## config.mk

```make
export PLATFORM = sky130hd
export DESIGN_NAME = i2s_tx_sequencer
export DESIGN_NICKNAME = d
export VERILOG_FILES = /design/src/rtl/i2s_tx_sequencer.sv
export SDC_FILE = /design/constraint.sdc
export NUM_CORES = 1
export LEC_CHECK = 0
export ABC_AREA = 1
export CAP_MARGIN = 20
export CORE_MARGIN = 2
export CORE_UTILIZATION = 54
export CTS_BUF_LIST = sky130_fd_sc_hd__clkbuf_2 sky130_fd_sc_hd__clkbuf_4 sky130_fd_sc_hd__clkbuf_8
export DETAILED_ROUTE_END_ITERATION = 8
export GPL_TIMING_DRIVEN = 0
export MAX_ROUTING_LAYER = met4
export PLACE_DENSITY = 0.76
export SYNTH_ARGS = -nofsm -noshare
export SYNTH_HDL_FRONTEND = slang
export SYNTH_SLANG_ARGS = --single-unit
```

## constraint.sdc

```tcl
create_clock -name clk -period 1.7 [get_ports clk]
set_input_delay 0.17 -clock clk [delete_from_list [all_inputs] [get_ports clk]]
set_output_delay 0.17 -clock clk [all_outputs]
set_load 0.01 [all_outputs]
```

## src/rtl/i2s_tx_sequencer.sv

```systemverilog
// Playback sequencer for the PCM-to-I2S output stage: flush, pre-fill, run,
// underrun re-prime and graceful drain, driving the converter's audio_en/audio_test.
module i2s_tx_sequencer #(
  parameter int FLUSH_CYCLES     = 16,
  parameter int PREFILL_TIMEOUT  = 4194304,
  parameter int UNDERRUN_FRAMES  = 2,
  parameter int DRAIN_MAX_FRAMES = 512,
  parameter int CNT_W            = 16
) (
  input  logic             clk,
  input  logic             reset_n,
  input  logic             play_req,
  input  logic             test_req,
  input  logic             clr_stats,
  input  logic             lrclk,
  input  logic             l_fifo_empty,
  input  logic             r_fifo_empty,
  input  logic             r_half_full,
  output logic             audio_en,
  output logic             audio_test,
  output logic [2:0]       state,
  output logic             running,
  output logic             underrun_irq,
  output logic [CNT_W-1:0] underrun_count,
  output logic             fault
);

  typedef enum logic [2:0] {
    IDLE    = 3'd0,
    FLUSH   = 3'd1,
    PREFILL = 3'd2,
    RUN     = 3'd3,
    DRAIN   = 3'd4,
    FAULT   = 3'd5
  } state_t;

  localparam logic [22:0]      FLUSH_LAST    = 23'(FLUSH_CYCLES - 1);
  localparam logic [22:0]      PREFILL_LAST  = 23'(PREFILL_TIMEOUT - 1);
  localparam logic [9:0]       UNDERRUN_LAST = 10'(UNDERRUN_FRAMES - 1);
  localparam logic [9:0]       DRAIN_LAST    = 10'(DRAIN_MAX_FRAMES - 1);
  localparam logic [CNT_W-1:0] CNT_MAX       = '1;

  state_t      st;
  state_t      nxt;
  logic [22:0] clk_cnt;
  logic [9:0]  frame_cnt;
  logic        lrclk_q;
  logic        tick;
  logic        any_empty;
  logic        both_empty;
  logic        ur_hit;
  logic        to_fault;

  assign tick       = lrclk & ~lrclk_q;
  assign any_empty  = l_fifo_empty | r_fifo_empty;
  assign both_empty = l_fifo_empty & r_fifo_empty;
  assign state      = st;

  // Dropping play_req outranks every other exit in each state.
  always_comb begin
    nxt      = st;
    ur_hit   = 1'b0;
    to_fault = 1'b0;
    case (st)
      IDLE:    if (play_req) nxt = FLUSH;
      FLUSH: begin
        if (!play_req)                  nxt = IDLE;
        else if (clk_cnt == FLUSH_LAST) nxt = PREFILL;
      end
      PREFILL: begin
        if (!play_req)         nxt = IDLE;
        else if (r_half_full)  nxt = RUN;
        else if (clk_cnt == PREFILL_LAST) begin
          nxt      = FAULT;
          to_fault = 1'b1;
        end
      end
      RUN: begin
        if (!play_req) nxt = DRAIN;
        else if (tick && any_empty && frame_cnt == UNDERRUN_LAST) begin
          nxt    = FLUSH;
          ur_hit = 1'b1;
        end
      end
      DRAIN:   if (tick && (both_empty || frame_cnt == DRAIN_LAST)) nxt = IDLE;
      FAULT:   if (!play_req) nxt = IDLE;
      default: nxt = IDLE;
    endcase
  end

  always_ff @(posedge clk or negedge reset_n) begin
    if (!reset_n) begin
      st             <= IDLE;
      clk_cnt        <= '0;
      frame_cnt      <= '0;
      lrclk_q        <= 1'b0;
      audio_en       <= 1'b0;
      audio_test     <= 1'b0;
      running        <= 1'b0;
      underrun_irq   <= 1'b0;
      underrun_count <= '0;
      fault          <= 1'b0;
    end else begin
      st      <= nxt;
      lrclk_q <= lrclk;
      if (nxt != st) begin
        clk_cnt   <= '0;
        frame_cnt <= '0;
      end else begin
        if (st == FLUSH || st == PREFILL) clk_cnt <= clk_cnt + 23'd1;
        if (tick && st == RUN)   frame_cnt <= any_empty ? frame_cnt + 10'd1 : 10'd0;
        if (tick && st == DRAIN) frame_cnt <= frame_cnt + 10'd1;
      end
      audio_en     <= (nxt == PREFILL) || (nxt == RUN) || (nxt == DRAIN);
      audio_test   <= (nxt == RUN) && test_req;
      running      <= (nxt == RUN);
      underrun_irq <= ur_hit;
      // A clear coinciding with an underrun leaves that underrun counted.
      if (clr_stats)
        underrun_count <= ur_hit ? CNT_W'(1) : '0;
      else if (ur_hit && underrun_count != CNT_MAX)
        underrun_count <= underrun_count + CNT_W'(1);
      if (clr_stats)     fault <= 1'b0;
      else if (to_fault) fault <= 1'b1;
    end
  end

endmodule

```

## Word level (Yosys, flattened, before mapping)

Index checks and enable logic that the tools add are counted.

- Register bits after elaboration: 58
- Bits in latches: 0
- RAM bits: 0
- ROM bits: 0
- Input bits: 9
- Output and inout port bits: 24
- Word-level logic and storage cells: 76
- Memories kept: 0

- Add/subtract/negate cells: 3
- Multipliers: 0
- Div/mod/pow operators: 0
- Order comparisons: 0
- Eq/ne operators: 14
- Shift-type cells: 0
- Multiplexer cells: 29
- Bitwise operators: 4
- Reduce and logical (&&, ||, !) cells: 16

Operators by type and width:

| operator | count |
|---|---|
| $mux 23 | 2 |
| $mux 10 | 4 |
| $mux 16 | 2 |
| $mux 3 | 10 |
| $add 23x1->23 const B | 1 |
| $eq 23x22->1 const B | 1 |
| $eq 23x4->1 const B | 1 |
| $pmux 3 s6 | 1 |
| $add 16x1->16 const B | 1 |
| $ne 16x16->1 const B | 1 |
| $eq 3x2->1 const B | 4 |
| $add 10x1->10 const B | 1 |
| $eq 10x1->1 const B | 1 |
| $eq 10x9->1 const B | 1 |
| $mux 1 | 10 |
| $eq 3x3->1 const B | 3 |
| $logic_and 1x1->1 | 7 |
| $reduce_bool 2->1 | 3 |
| $logic_or 1x1->1 | 4 |
| $eq 3x1->1 const B | 1 |
| $logic_not 3->1 | 1 |
| $ne 3x3->1 | 1 |
| $reduce_bool 3->1 | 1 |
| $and 1x1->1 | 2 |
| other kinds (2) | 2 |

## Logic depth before layout (Yosys ltp)

Gate-level depths: netlist of run 1.

- Depth after elaboration: 10
- Mapped depth: 14
- Mapped depth without buffers: 13

## Worst setup path after synthesis of run 1

No wires, ideal clock.

- Kind: reg2reg
- Start: register underrun_count[0]
- End: register underrun_count[2]
- Library setup time: 0.131 ns
- Data arrival time: 1.658 ns
- Data required time: 1.569 ns
- Path slack: -0.089 ns
- Cell stages (with the launch flop): 12
- Buffers on the path: 1
- Period minus slack after synthesis: 1.789 ns
- Path through: dfrtp_1 > ha_1 > nand2_1 > nor3_2 > nand2_1 > nor2_1 > nand2_1 > nand2_1 > buf_2 > nor2_1 > o21ai_1 > a21oi_1

- Longest elaborated chain between the ends: 3
- Elaborated cells on any way between the ends: 6
- Those cells by class: 1 x add/sub; 1 x eq/ne; 2 x mux; 2 x reduce/logical

Ends and longest elaborated chain:

| item | RTL line | RTL |
|---|---|---|
| start: declaration | 24 | `output logic [CNT_W-1:0] underrun_count,` |
| start signal: assignment | 120 | `underrun_count <= ur_hit ? CNT_W'(1) : '0;` |
| start signal: assignment | 122 | `underrun_count <= underrun_count + CNT_W'(1);` |
| $add 16x1->16 / $ne 16x16->1 (equally long branches) | 122, 121 |  |
| $mux 16 / $logic_and 1x1->1 (equally long branches) | 121 | `else if (ur_hit && underrun_count != CNT_MAX)` |
| $mux 16 / $reduce_bool 2->1 (equally long branches) | - |  |

Parallel ways exist; a longest one is shown, timed or not. The select of a mux whose other input is x is not followed.
A chain may end at the register's enable or synchronous reset.

## Final worst setup path of run 1

- Start: register clk_cnt[0]
- End: register clk_cnt[20]

- Longest elaborated chain between the ends: 7
- Elaborated cells on any way between the ends: 13
- Those cells by class: 1 x add/sub; 3 x eq/ne; 8 x mux; 1 x reduce/logical

Ends and longest elaborated chain:

| item | RTL line | RTL |
|---|---|---|
| start: declaration | 45 | `logic [22:0] clk_cnt;` |
| start signal: assignment | 110 | `if (st == FLUSH \|\| st == PREFILL) clk_cnt <= clk_cnt + 23'd1;` |
| $eq 23x22->1 | 73 | `else if (clk_cnt == PREFILL_LAST) begin` |
| $mux 3 | 73 |  |
| $mux 3 | 72 | `else if (r_half_full) nxt = RUN;` |
| $mux 3 | 71 | `if (!play_req) nxt = IDLE;` |
| $pmux 3 s6 | 64 | `case (st)` |
| $ne 3x3->1 | 106 | `if (nxt != st) begin` |
| $mux 23 / $reduce_bool 2->1 (equally long branches) | - |  |

Parallel ways exist; a longest one is shown, timed or not. The select of a mux whose other input is x is not followed.

==> results.py, run 1 <==
metrics = {
    "run_status": {
        "outcome": "finished, violations left",
        "violations": "setup timing",
    },
    "setup_path": {
        "cp.required_ns": 1.94,
        "endpoint_kind": "flip-flop",
        "rr_worst_depth": 14,
        "critPathKind": "flip-flop to flip-flop",
        "rr_startpoint": "clk_cnt[0]",
        "reg2reg_slack_ns": -0.36,
        "r2r_end": "clk_cnt[20]",
        "critPathLaunchType": "flip-flop",
        "worstPathArrival_ns": 2.31,
        "critPathMaxFanout": 5,
    },
    "clocking": {
        "clock_sink_count": 58,
        "cts_buffers": 9,
        "clkTransAtPathRegs_ns": 0.07,
        "clk_latency_ns": 0.36,
        "htree_levels": 3,
        "clockBufferDepth": 2,
        "cts_tree": "done",
        "cts_root_buffer": "clkbuf_8",
    },
    "die": {
        "core_area_um2": 5990,
        "fp.dieArea_um2": 6900,
        "io_pins": 33,
        "die_w_um": 83.1,
        "die_h_um": 83.1,
        "start_util_pct": 56.3,
        "fp-row-count": 28,
    },
    "final_layout": {
        "final_util_pct": 82.6,
        "drive_above_1_share_pct": 34.2,
        "fin_nets": 555,
        "fin_cells": 622,
        "diodes": 0,
        "fillers": 336,
        "area_delta_synth_final_pct": 46.6,
        "mostFrequentLayoutCells": "nand2_1 (75), dfrtp_1 (55), inv_1 (51)",
        "final_common_cell": "nand2_1",
    },
    "grt": {
        "grt_pass1_vias": 3380,
        "grt_usage_pct": 29.5,
        "grt_first_pass_wirelength_um": 15900,
        "overflow": 0,
        "antenna_found_initial": 0,
        "grt_max_degree": 37,
    },
    "synthesis": {
        "syn-num-nets": 468,
        "ys_seq_elements": 58,
        "synth_area_um2": 3370,
        "yosys.area.top_type": "dfrtp_1",
        "yosys.area.top_type_share_pct": 43.0,
        "ys_seq_area_share_pct": 43.0,
        "syn_inst": 455,
        "avgSynthCellArea_um2": 7.42,
        "synth_edf_count": 0,
        "synth.distinct_cells": 37,
        "synthTopCellsByArea": "dfrtp_1 (43%), nand2_1 (11%), nor2_1 (9.6%)",
        "yosysWarnings": 0,
        "async_flop_share_pct": 100,
        "synthFlopType": "dfrtp_1",
    },
    "power": {
        "vdd_drop_max_mv": 0.580,
        "power_mw": 3.19,
        "power_density_nw_per_um2": 645,
        "leakage_nw": 2.14,
    },
    "drt": {
        "wl_per_cell_um": 17.0,
        "vias_per_cell": 5.77,
        "detail_route.iter0.violations": 341,
        "ant_nets": 0,
        "dr_total_vias": 3590,
        "drc": 0,
        "routed_wl_um": 10600,
        "dr.pass1.iters": 5,
    },
    "sta": {
        "maxSlewViolCount": 0,
        "tns_ns": -13.90,
        "finalWorstSetupSlack_ns": -0.364,
        "worstMarginPinSlew_ns": 0.574,
        "clock_skew_ns": 0.00837,
        "max_slew_margin_pct": 61.7,
        "hold_viol": 0,
        "rsz0062_at_grt": "true",
        "fmaxAchievable_mhz": 485,
        "fin_crit_sh_pct": 121,
        "finalSetupViolations": 52,
        "period_needed_ns": 2.06,
    },
    "min_path": {
        "holdPathEnd": "lrclk_q",
        "min_path_cells": 1,
        "hp-class": "input pin to flip-flop",
        "hold_start": "lrclk",
    },
    "run": {
        "max_cap_viol_count": 0,
    },
    "placed_design": {
        "gp_congestion": 0.884,
        "portBuffers": 32,
        "dpl.cell_count": 563,
        "dp_hpwl_um": 5300,
        "place_ws_ns": -0.427,
    },
}
[stage by stage]
stage / hold slack, ns / cell area [um^2]
floorplan: -0.126 / 3400
global placement: 0.507 / 3820
detailed placement: 0.189 / 3830
CTS: 0.334 / 4690
global route: 0.355 / 4950
finish: 0.328 / 4950
[worst max-delay path, stage by stage (launching register included)]
cell and delay [ns]:
dfrtp_1 0.41, ha_4 0.17, nand4_1 0.17, nor2_2 0.18, nand3_1 0.11, nand2_1 0.11
nand2_1 0.09, nand2_1 0.09, nand2_1 0.07, nand2_1 0.10, inv_2 0.05, nand2_4 0.11
buf_12 0.14, buf_8 0.13, nor2_1 0.04
[where the power goes]
group	internal [mW]	switching [mW]	leakage [nW]	total, mW
logic	0.163	0.217	1.23	0.380
registers	1.39	0.0128	0.801	1.40
clock network	0.805	0.602	0.111	1.41
[flip-flops by register name (all words and copies together), names as in the netlist]
signal,flops
running,1
lrclk_q,1
underrun_count,16
state,3
clk_cnt,23
underrun_irq,1
audio_en,1
fault,1
audio_test,1
frame_cnt,10
[synthesized netlist by cell type, types with 4 or more instances]
library cell,number
nor3_1,9
o31ai_1,4
inv_1,55
inv_2,8
o21ai_0,16
dfrtp_1,58
nand2_2,4
a21oi_1,6
nand3_1,35
nand2_1,95
ha_1,4
xor2_1,20
nand4_1,11
o22ai_1,5
nor2_1,86
[per-layer routing]
metal / global-route usage, % / part of all wire [%]
met5: - / 0
met1: 37.4 / 40
met2: 47.7 / 49
met4: 12.4 / 3.8
met3: 4.08 / 7.0
[final cells by class]
cell class	count	area [um^2]	area share [%]
multi-input cells	325	2130	43.0
clock inverters	2	35.0	0.708
flip-flops and latches	58	1460	29.4
repair buffers	77	738	14.9
inverters	66	264	5.34
clock buffers	14	174	3.52
well taps	75	93.8	1.90
plain buffers	5	60.1	1.21
[kinds of logic (layout without fill, tap and decap cells)]
kind of cell | after synthesis | in the layout | synth area share (%)
AO/OA/AOI/OAI | 42 | 42 | 7.23
XOR/XNOR | 23 | 23 | 5.97
adder cells (fa/ha/maj) | 4 | 4 | 1.48
buffers and inverters | 72 | 164 | 8.75
flip-flops | 58 | 58 | 43.0
AND/OR/NAND/NOR | 256 | 256 | 33.6
[timing repair]
item	in CTS	in global routing
buffers inserted	34	8
hold buffers	1	0
hold endpoints to repair	22	0
gates cloned	4	0
pin swaps	28	20
resized for setup	88	68
setup endpoints to repair	53	53
[how the worst max path moves through the flow]
stage / startpoint / end / slack, ns / depth (start not counted)
after floorplan: underrun_count[0] / underrun_count[3] / -0.07 / 11
after global placement: reset_n / clk_cnt[15] / -1.38 / 1
after detailed placement: lrclk / frame_cnt[0] / -0.43 / 13
after CTS: clk_cnt[0] / frame_cnt[0] / -0.17 / 14
after global routing: clk_cnt[5] / frame_cnt[9] / -0.38 / 14
final: clk_cnt[0] / clk_cnt[20] / -0.36 / 14
Note: power is estimated with default switching activity, not from simulation.
==> run 2: changes to the inputs <==
ABC_AREA = 0   (was 1)
CORE_MARGIN = not set   (was 2)
==> results.py, run 2 <==
metrics = {
    "die": {
        "core_area_um2": 6030,
        "die_w_um": 81.6,
        "start_util_pct": 56.8,
        "fp.dieArea_um2": 6660,
        "fp-row-count": 28,
        "die_h_um": 81.6,
        "io_pins": 33,
    },
    "sta": {
        "period_needed_ns": 2.19,
        "maxSlewViolCount": 0,
        "hold_viol": 0,
        "finalWorstSetupSlack_ns": -0.488,
        "finalSetupViolations": 54,
        "max_slew_margin_pct": 53.9,
        "rsz0062_at_grt": "true",
        "worstMarginPinSlew_ns": 0.692,
        "fin_crit_sh_pct": 129,
        "fmaxAchievable_mhz": 457,
        "clock_skew_ns": 0.0143,
    },
    "placed_design": {
        "place_ws_ns": -0.630,
        "portBuffers": 31,
        "gp_congestion": 0.908,
        "dp_hpwl_um": 5660,
    },
    "power": {
        "leakage_nw": 1.88,
        "power_mw": 2.98,
        "vdd_drop_max_mv": 0.561,
        "power_density_nw_per_um2": 611,
    },
    "synthesis": {
        "ys_seq_elements": 58,
        "synth.distinct_cells": 61,
        "synth_edf_count": 0,
        "synth.most_common_cell": "dfrtp_1",
        "ys_seq_area_share_pct": 42.4,
        "yosys.area.top_type": "dfrtp_1",
        "synthTopCellsByArea": "dfrtp_1 (42%), xor2_1 (4.6%), nor3_1 (4.1%)",
        "synthFlopType": "dfrtp_1",
        "yosysWarnings": 0,
        "synth_common_cells": "dfrtp_1 (58), nor3_1 (28), a21oi_1 (22), nand2_1 (22), xor2_1 (18)",
        "synth_area_um2": 3420,
        "yosys.area.top_type_share_pct": 42.4,
        "async_flop_share_pct": 100,
        "syn_inst": 356,
        "avgSynthCellArea_um2": 9.62,
        "syn-num-nets": 369,
    },
    "final_layout": {
        "mostFrequentLayoutCells": "dfrtp_1 (51), clkdlybuf4s50_1 (30), nand2_1 (22)",
        "fin_nets": 442,
        "final_common_cell": "dfrtp_1",
        "drive_above_1_share_pct": 32.0,
        "diodes": 0,
        "area_delta_synth_final_pct": 42.2,
        "largest_reg_flops": 23,
        "reg_top3": "clk_cnt x23, underrun_count x16, frame_cnt x10",
        "largest_register": "clk_cnt",
    },
    "clocking": {
        "clk_latency_ns": 0.34,
        "cts_root_buffer": "clkbuf_8",
        "clockBufferDepth": 2,
        "htree_levels": 3,
        "clkTransAtPathRegs_ns": 0.07,
        "cts_tree": "done",
        "cts_buffers": 9,
        "clock_sink_count": 58,
    },
    "setup_path": {
        "crit_buf_inv": 1,
        "critPathLaunchType": "flip-flop",
        "critPathMaxFanout": 4,
        "crit_chain": "inv_1 > ha_2 > nor4b_4 > o2111a_2 > o2111ai_4 > or4_1 > a21oi_1",
        "crit_slowest_cell": "or4_1",
        "worstPathArrival_ns": 2.45,
        "cp.required_ns": 1.96,
        "endpoint_kind": "flip-flop",
        "critPathTopFamily": "simple AND/OR/NAND/NOR gates",
        "critPathKind": "flip-flop to flip-flop",
        "critPathMaxStageDelay_ns": 0.49,
    },
    "drt": {
        "vias_per_cell": 6.53,
        "dr_total_vias": 3325,
        "wl_per_cell_um": 20.2,
        "drc": 0,
        "dr.pass1.iters": 5,
        "ant_nets": 0,
        "routed_wl_um": 10300,
        "detail_route.iter0.violations": 317,
    },
    "grt": {
        "grt_pass1_vias": 2937,
        "grt_max_degree": 31,
        "antenna_found_initial": 0,
        "overflow": 0,
        "grt_first_pass_wirelength_um": 14700,
        "grt_usage_pct": 30.8,
    },
    "min_path": {
        "hp-class": "input pin to flip-flop",
    },
    "run": {
        "max_cap_viol_count": 0,
    },
    "run_status": {
        "violations": "setup timing",
        "outcome": "finished, violations left",
    },
}
[run 2: worst reg2reg max path, stage by stage (launching register included)]
cell,delay [ns]
dfrtp_1,0.40
inv_1,0.08
ha_2,0.17
nor4b_4,0.30
o2111a_2,0.36
o2111ai_4,0.16
or4_1,0.49
a21oi_1,0.13
[run 2: layout make-up]
type / count / area, um^2
Inverter: 9 / 33.8
Clock inverter: 1 / 5.00
Clock buffer: 15 / 200
Multi-Input combinational cell: 272 / 2220
Tap cell: 75 / 93.8
Fill cell: 355 / 1150
Timing Repair Buffer: 62 / 661
Buffer: 17 / 200
Sequential cell: 58 / 1460
[run 2: what timing repair did]
| item | in CTS | in global routing |
|---|---|---|
| setup buffers | 15 | 6 |
| hold endpoints to repair | 28 | 0 |
| gates cloned | 4 | 4 |
| gates resized for setup | 37 | 45 |
| pin swaps | 12 | 18 |
| hold buffers | 1 | 0 |
| endpoints found under the setup margin | 54 | 57 |
[run 2: cell families after synthesis]
family / after synthesis / synth area share (%)
mux: 4 / 1.17
buf+inv: 26 / 3.73
simple gates: 174 / 32.1
fa+ha+maj: 4 / 1.46
xor+xnor: 24 / 6.14
compound gates: 66 / 13.0
flops: 58 / 42.4
[run 2: layer usage]
layer / vias up / share of wire (%) / track usage, %
li1: 1481 / - / -
met4: 0 / 2.8 / 12.8
met5: - / 0 / -
met3: 32 / 6.8 / 5.11
met2: 161 / 49 / 46.6
met1: 1651 / 42 / 41.1
[run 2: path summary, 6_finish.rpt]
check,from,endpoint,slack (ns),cells after the start
min in group asynchronous,reset_n,frame_cnt[3],0.39,2
hold reg to reg,fault,fault,0.56,2
max in group asynchronous,reset_n,underrun_count[2],0.67,3
setup reg to reg,frame_cnt[1],underrun_count[13],-0.49,7
setup / recovery,frame_cnt[1],underrun_count[13],-0.49,7
hold / removal,clr_stats,underrun_count[5],0.25,2
[run 2: per-stage QoR]
step / instances / TNS [ns] / cell area, um^2 / utilization (%) / hold WS, ns
3_5_place_dp: 463 / -25.78 / 3980 / 66.0 / 0.244
4_1_cts: 499 / -13.43 / 4530 / 75.2 / 0.200
5_1_grt: 509 / -21.03 / 4870 / 80.8 / 0.245
3_3_place_gp: 462 / -105.95 / 3960 / 65.8 / 0.534
6_report: 509 / -19.58 / 4870 / 80.8 / 0.247
2_1_floorplan: 356 / -2.72 / 3560 / - / -0.126
[run 2: power breakdown]
| part | leakage, nW | internal, mW | switching, mW |
|---|---|---|---|
| sequential | 0.793 | 1.39 | 0.0129 |
| clock | 0.109 | 0.744 | 0.565 |
| combinational | 0.973 | 0.118 | 0.144 |
| total | 1.88 | 2.25 | 0.722 |
